### config.mk
export PLATFORM = sky130hd
export DESIGN_NAME = addsub_nibble_sequencer
export DESIGN_NICKNAME = d
export VERILOG_FILES = /design/src/rtl/addsub_nibble_sequencer_pkg.sv /design/src/rtl/addsub_nibble_sequencer_nibble_addsub.sv /design/src/rtl/addsub_nibble_sequencer.sv
export SDC_FILE = /design/constraint.sdc
export NUM_CORES = 1
export LEC_CHECK = 0
export ABC_CLOCK_PERIOD_IN_PS = 6800
export BUFFER_PORTS_ARGS = -buffer_cell sky130_fd_sc_hd__buf_4
export CAP_MARGIN = 20
export CORE_MARGIN = 2
export CORE_UTILIZATION = 58
export CTS_BUF_LIST = sky130_fd_sc_hd__clkbuf_8
export DETAILED_ROUTE_END_ITERATION = 10
export GPL_TIMING_DRIVEN = 0
export PLACE_DENSITY = 0.83
export SLEW_MARGIN = 40
export SYNTH_ARGS = -nofsm -noshare
export SYNTH_HDL_FRONTEND = slang
export SYNTH_SLANG_ARGS = --single-unit
### constraint.sdc
create_clock -name clk -period 6.8 [get_ports clk]
set_clock_uncertainty 0.2 [all_clocks]
set_input_delay 0.68 -clock clk [delete_from_list [all_inputs] [get_ports clk]]
set_output_delay 0.68 -clock clk [all_outputs]
set_load 0.05 [all_outputs]
### src/rtl/addsub_nibble_sequencer_pkg.sv
// Shared types and helpers for the nibble-serial add/subtract sequencer.
package addsub_pkg;

    localparam int unsigned NIBBLE_W = 4;

    typedef enum logic [1:0] {
        IDLE = 2'd0,
        RUN  = 2'd1,
        DONE = 2'd2
    } state_t;

    typedef struct packed {
        logic cout;
        logic ovf;
        logic zero;
    } flags_t;

    function automatic bit width_ok(input int unsigned w);
        return ((w % NIBBLE_W) == 0) && (w >= 8);
    endfunction

    // One full-adder cell: returns {carry, sum}.
    function automatic logic [1:0] full_add(input logic x, input logic y, input logic ci);
        return {(x & y) | (ci & (x ^ y)), x ^ y ^ ci};
    endfunction

endpackage

### src/rtl/addsub_nibble_sequencer_nibble_addsub.sv
// Combinational 4-bit add/subtract slice; invert and carry-in are independent
// so a borrow can ripple between nibbles in subtract mode.
module nibble_addsub
    import addsub_pkg::*;
(
    input  logic [NIBBLE_W-1:0] a,
    input  logic [NIBBLE_W-1:0] b,
    input  logic                inv,
    input  logic                cin,
    output logic [NIBBLE_W-1:0] s,
    output logic                c3,
    output logic                cout
);

    logic [NIBBLE_W:0]   c;
    logic [NIBBLE_W-1:0] b_eff;

    always_comb begin
        b_eff = b ^ {NIBBLE_W{inv}};
        c     = '0;
        s     = '0;
        c[0]  = cin;
        for (int k = 0; k < int'(NIBBLE_W); k++) begin
            {c[k+1], s[k]} = full_add(a[k], b_eff[k], c[k]);
        end
    end

    assign c3   = c[NIBBLE_W-1];
    assign cout = c[NIBBLE_W];

endmodule

### src/rtl/addsub_nibble_sequencer.sv
// Wide add/subtract done one nibble per clock, LSB first, with the carry
// rippling through a register between cycles.
module addsub_nibble_sequencer
    import addsub_pkg::*;
#(
    parameter int unsigned WIDTH = 16
) (
    input  logic             clk,
    input  logic             rst_n,
    input  logic             start,
    input  logic             sub,
    input  logic [WIDTH-1:0] a,
    input  logic [WIDTH-1:0] b,
    output logic             busy,
    output logic             done,
    output logic [WIDTH-1:0] result,
    output logic             cout,
    output logic             ovf,
    output logic             zero
);

    localparam int unsigned N     = WIDTH / NIBBLE_W;
    localparam int unsigned CNT_W = (N > 1) ? $clog2(N) : 1;

    if (!width_ok(WIDTH)) begin : g_width_check
        $error("addsub_nibble_sequencer: WIDTH must be a multiple of 4 and >= 8");
    end

    state_t               state;
    state_t               state_nxt;
    logic [CNT_W-1:0]     idx;
    logic                 carry_q;
    logic                 sub_q;
    logic [WIDTH-1:0]     a_q;
    logic [WIDTH-1:0]     b_q;
    flags_t               flags_q;

    logic                 last;
    logic                 load;
    logic                 step;
    logic                 busy_nxt;
    logic                 done_nxt;

    logic [NIBBLE_W-1:0]  a_nib;
    logic [NIBBLE_W-1:0]  b_nib;
    logic [NIBBLE_W-1:0]  s_nib;
    logic                 c3_nib;
    logic                 co_nib;
    logic [WIDTH-1:0]     result_nxt;

    assign last = (idx == CNT_W'(N - 1));

    // State register; busy/done are registered decodes of the next state.
    always_ff @(posedge clk or negedge rst_n) begin
        if (!rst_n) begin
            state <= IDLE;
            busy  <= 1'b0;
            done  <= 1'b0;
        end else begin
            state <= state_nxt;
            busy  <= busy_nxt;
            done  <= done_nxt;
        end
    end

    // Next-state logic.
    always_comb begin
        state_nxt = state;
        case (state)
            IDLE:    if (start) state_nxt = RUN;
            RUN:     if (last)  state_nxt = DONE;
            DONE:    state_nxt = start ? RUN : IDLE;
            default: state_nxt = IDLE;
        endcase
    end

    // Output/control decode.
    always_comb begin
        load     = 1'b0;
        step     = 1'b0;
        busy_nxt = 1'b0;
        done_nxt = 1'b0;
        load     = start && (state != RUN);
        step     = (state == RUN);
        busy_nxt = (state_nxt == RUN);
        done_nxt = (state_nxt == DONE);
    end

    // Pick the operand nibbles for the current index.
    always_comb begin
        a_nib = '0;
        b_nib = '0;
        for (int k = 0; k < int'(N); k++) begin
            if (idx == CNT_W'(k)) begin
                a_nib = a_q[k*NIBBLE_W +: NIBBLE_W];
                b_nib = b_q[k*NIBBLE_W +: NIBBLE_W];
            end
        end
    end

    nibble_addsub u_nibble (
        .a    (a_nib),
        .b    (b_nib),
        .inv  (sub_q),
        .cin  (carry_q),
        .s    (s_nib),
        .c3   (c3_nib),
        .cout (co_nib)
    );

    // Merge the freshly computed nibble into the result word.
    always_comb begin
        result_nxt = result;
        for (int k = 0; k < int'(N); k++) begin
            if (idx == CNT_W'(k)) begin
                result_nxt[k*NIBBLE_W +: NIBBLE_W] = s_nib;
            end
        end
    end

    // Operand, carry, result and flag registers.
    always_ff @(posedge clk or negedge rst_n) begin
        if (!rst_n) begin
            a_q     <= '0;
            b_q     <= '0;
            sub_q   <= 1'b0;
            carry_q <= 1'b0;
            idx     <= '0;
            result  <= '0;
            flags_q <= '0;
        end else if (load) begin
            a_q     <= a;
            b_q     <= b;
            sub_q   <= sub;
            carry_q <= sub;
            idx     <= '0;
            result  <= '0;
        end else if (step) begin
            result  <= result_nxt;
            carry_q <= co_nib;
            idx     <= idx + CNT_W'(1);
            if (last) begin
                flags_q.cout <= co_nib;
                flags_q.ovf  <= c3_nib ^ co_nib;
                flags_q.zero <= (result_nxt == '0);
            end
        end
    end

    assign cout = flags_q.cout;
    assign ovf  = flags_q.ovf;
    assign zero = flags_q.zero;

endmodule

==> impl_metrics.toml <==
[sta]
min_period_ns = 4.55
maxSlewHeadroom = 0.510
fmax_mhz = 220
drv_slew = 0
hold_viol_final = 0
setup_violations = 0
setup-tns-final_ns = 0
post-route-period-util = 0.668
setup_ws_ns = 2.25
holdWs_ns = 0.210
rsz0062_at_grt = "no"
worst_pin_slew_ns = 0.736

[placed_design]
io_buffers = 56
globalplace.congestion = 0.913
post-dp-hpwl_mm = 4.32
dpl-instance-area_mm2 = 0.00322
dp_slack_ns = 2.33

[critical_path]
crit_chain = "inv_1, ha_1, clkbuf_1, nand3b_1, a21oi_1, a21oi_1, o21ai_1, fa_1, inv_1, fa_1, fa_1, inv_1, fa_1, nor4b_2, o221ai_1, o21ai_1"
cp_max_fo = 10
path_delay_family = "adder cells"
endpoint_kind = "register"
cp_common_cell = "fa_1"
path_buf_inv = 4
critPathMaxStageDelay_ns = 0.52
crit_slowest_cell = "fa_1"
path_class = "register to register"
start_kind = "register"
cp_data_required_time_ns = 6.85
worst_ep_arrival_time_ns = 4.60

[cts]
cts_tree = "yes"
htree_levels = 3
cts_resized = 0
max-clock-path-buffers = 2
cts_hold_buf = 0
clk_latency_ns = 0.33
cts-root-buf = "clkbuf_8"
postCtsSetupBuffers = 0
path_clk_slew_ns = 0.06
clock-sinks = 59
numCtsBuffers = 9

[floorplanning]
die_w_um = 72.7
start_util = 0.616
core_area_mm2 = 0.00444
io_pins = 57
dieArea_mm2 = 0.00528
die_h_um = 72.7
num_rows = 24

[min_path]
holdCritPathClass = "primary input to async pin"

[final_layout]
syn_to_final_growth_pct = 24.3
final_common_cell = "dfrtp_1"
diodes = 0
stdcell_area_mm2 = 0.00340
fillers = 309
multi_input_area_mm2 = 0.00116
mostFrequentLayoutCells = "59 x dfrtp_1, 56 x buf_4, 34 x mux2_1"
layout-drive-gt1-share = 0.262
ff_latch_area_mm2 = 0.00148
nets = 338

[route]
drc = 0
routed-via-count = 2094
wl_mm = 6.09
wire_per_inst_um = 17.4
drtAntennaViolNets = 0
viasPerCell = 5.98
first_pass_iters = 4
drtIter0Drc = 211

[yosys]
synthCells = 227
synth_seq_cells = 59
syn-num-nets = 271
synth_seq_area_share = 0.540
ys.flop_type = "dfrtp_1"
yosys_warnings = 0
synth_edf_count = 0
synth_cell_types = 34
avgSynthCellArea_um2 = 12.1
syn_area_mm2 = 0.00274
async_flop_share = 1.00

[global_route]
grt_max_degree = 60
grt_pass1_wl_mm = 10.2
grt_pass1_vias = 2148
grt_usage = 0.258
overflow = 0
antenna_found_initial = 0

[outcome]
status = "complete, no violations"

[job]
drv_cap = 0
synthesized netlist by cell type (3+ instances only):
| cell type | n | area share |
|---|---|---|
| dfrtp_1 | 59 | 0.54 |
| mux2_1 | 34 | 0.14 |
| nand2_1 | 17 | 0.023 |
| a21oi_1 | 14 | 0.026 |
| o21ai_1 | 14 | 0.026 |
| inv_1 | 11 | 0.015 |
| a22o_1 | 8 | 0.026 |
| a32o_1 | 8 | 0.029 |
| buf_2 | 7 | 0.013 |
| clkbuf_1 | 5 | 0.0069 |
| nor2b_1 | 5 | 0.011 |
| a22oi_1 | 4 | 0.011 |
| fa_1 | 4 | 0.029 |
| ha_1 | 4 | 0.018 |
| nand3b_1 | 3 | 0.0082 |
| nor2_1 | 3 | 0.0041 |
| xor2_1 | 3 | 0.0096 |
layer usage:
| layer | up-vias | track usage | routed length (um) |
|---|---|---|---|
| met3 | 20 | 0.0428 | 451 |
| met1 | 1025 | 0.338 | 2490 |
| met4 | 0 | 0.142 | 187 |
| li1 | 953 | - | - |
| met5 | - | 0 | 0 |
| met2 | 96 | 0.411 | 2960 |
sequential cells by signal, indices dropped and copies added (netlist names):
register	cells
a_q	16
b_q	16
result	16
idx	2
state	2
busy	1
carry_q	1
cout	1
done	1
ovf	1
sub_q	1
zero	1
per-stage QoR:
| stage | instances | util |
|---|---|---|
| after global placement | 335 | 0.725 |
| after detailed placement | 335 | 0.725 |
| after global routing | 350 | 0.765 |
| final | 350 | 0.765 |
| after floorplan | 227 | - |
| after CTS | 350 | 0.765 |
cell type report:
cell class                      count  area share
Sequential cell                    59       0.434
Multi-Input combinational cell    143       0.340
Timing Repair Buffer               56       0.124
Clock buffer                       12      0.0486
Tap cell                           52      0.0191
Buffer                             14      0.0180
Inverter                           11      0.0121
Clock inverter                      3     0.00405
worst register-to-register path, stage by stage, from the launching register on:
cell,delay [ns]
dfrtp_1,0.41
inv_1,0.14
ha_1,0.33
clkbuf_1,0.42
nand3b_1,0.13
a21oi_1,0.17
a21oi_1,0.06
o21ai_1,0.27
fa_1,0.24
inv_1,0.06
fa_1,0.38
fa_1,0.43
inv_1,0.09
fa_1,0.52
nor4b_2,0.30
o221ai_1,0.18
o21ai_1,0.16
path summary, 6_finish.rpt:
| path | startpoint | endpoint | slack (ns) | cells past startpoint |
|---|---|---|---|---|
| setup / recovery | idx[0]$_DFFE_PN0P_ | zero$_DFFE_PN0P_ | 2.25 | 16 |
| hold / removal | rst_n | b_q[4]$_DFFE_PN0P_ | 0.21 | 1 |
| setup reg to reg | idx[0]$_DFFE_PN0P_ | zero$_DFFE_PN0P_ | 2.25 | 16 |
| hold reg to reg | zero$_DFFE_PN0P_ | zero$_DFFE_PN0P_ | 0.29 | 2 |
| max in group asynchronous | rst_n | b_q[15]$_DFFE_PN0P_ | 5.69 | 1 |
| min in group clk | zero$_DFFE_PN0P_ | zero$_DFFE_PN0P_ | 0.29 | 2 |
kinds of logic after synthesis:
group	Yosys count	share of synthesized area
compound gates	58	0.144
xor+xnor	5	0.0160
fa+ha+maj	8	0.0476
buf+inv	25	0.0375
flops	59	0.540
mux	35	0.144
simple gates	37	0.0718
Power is left out: the tool's default activity adds up to more than one toggle a clock period on the data nets, which glitch-free logic cannot reach.
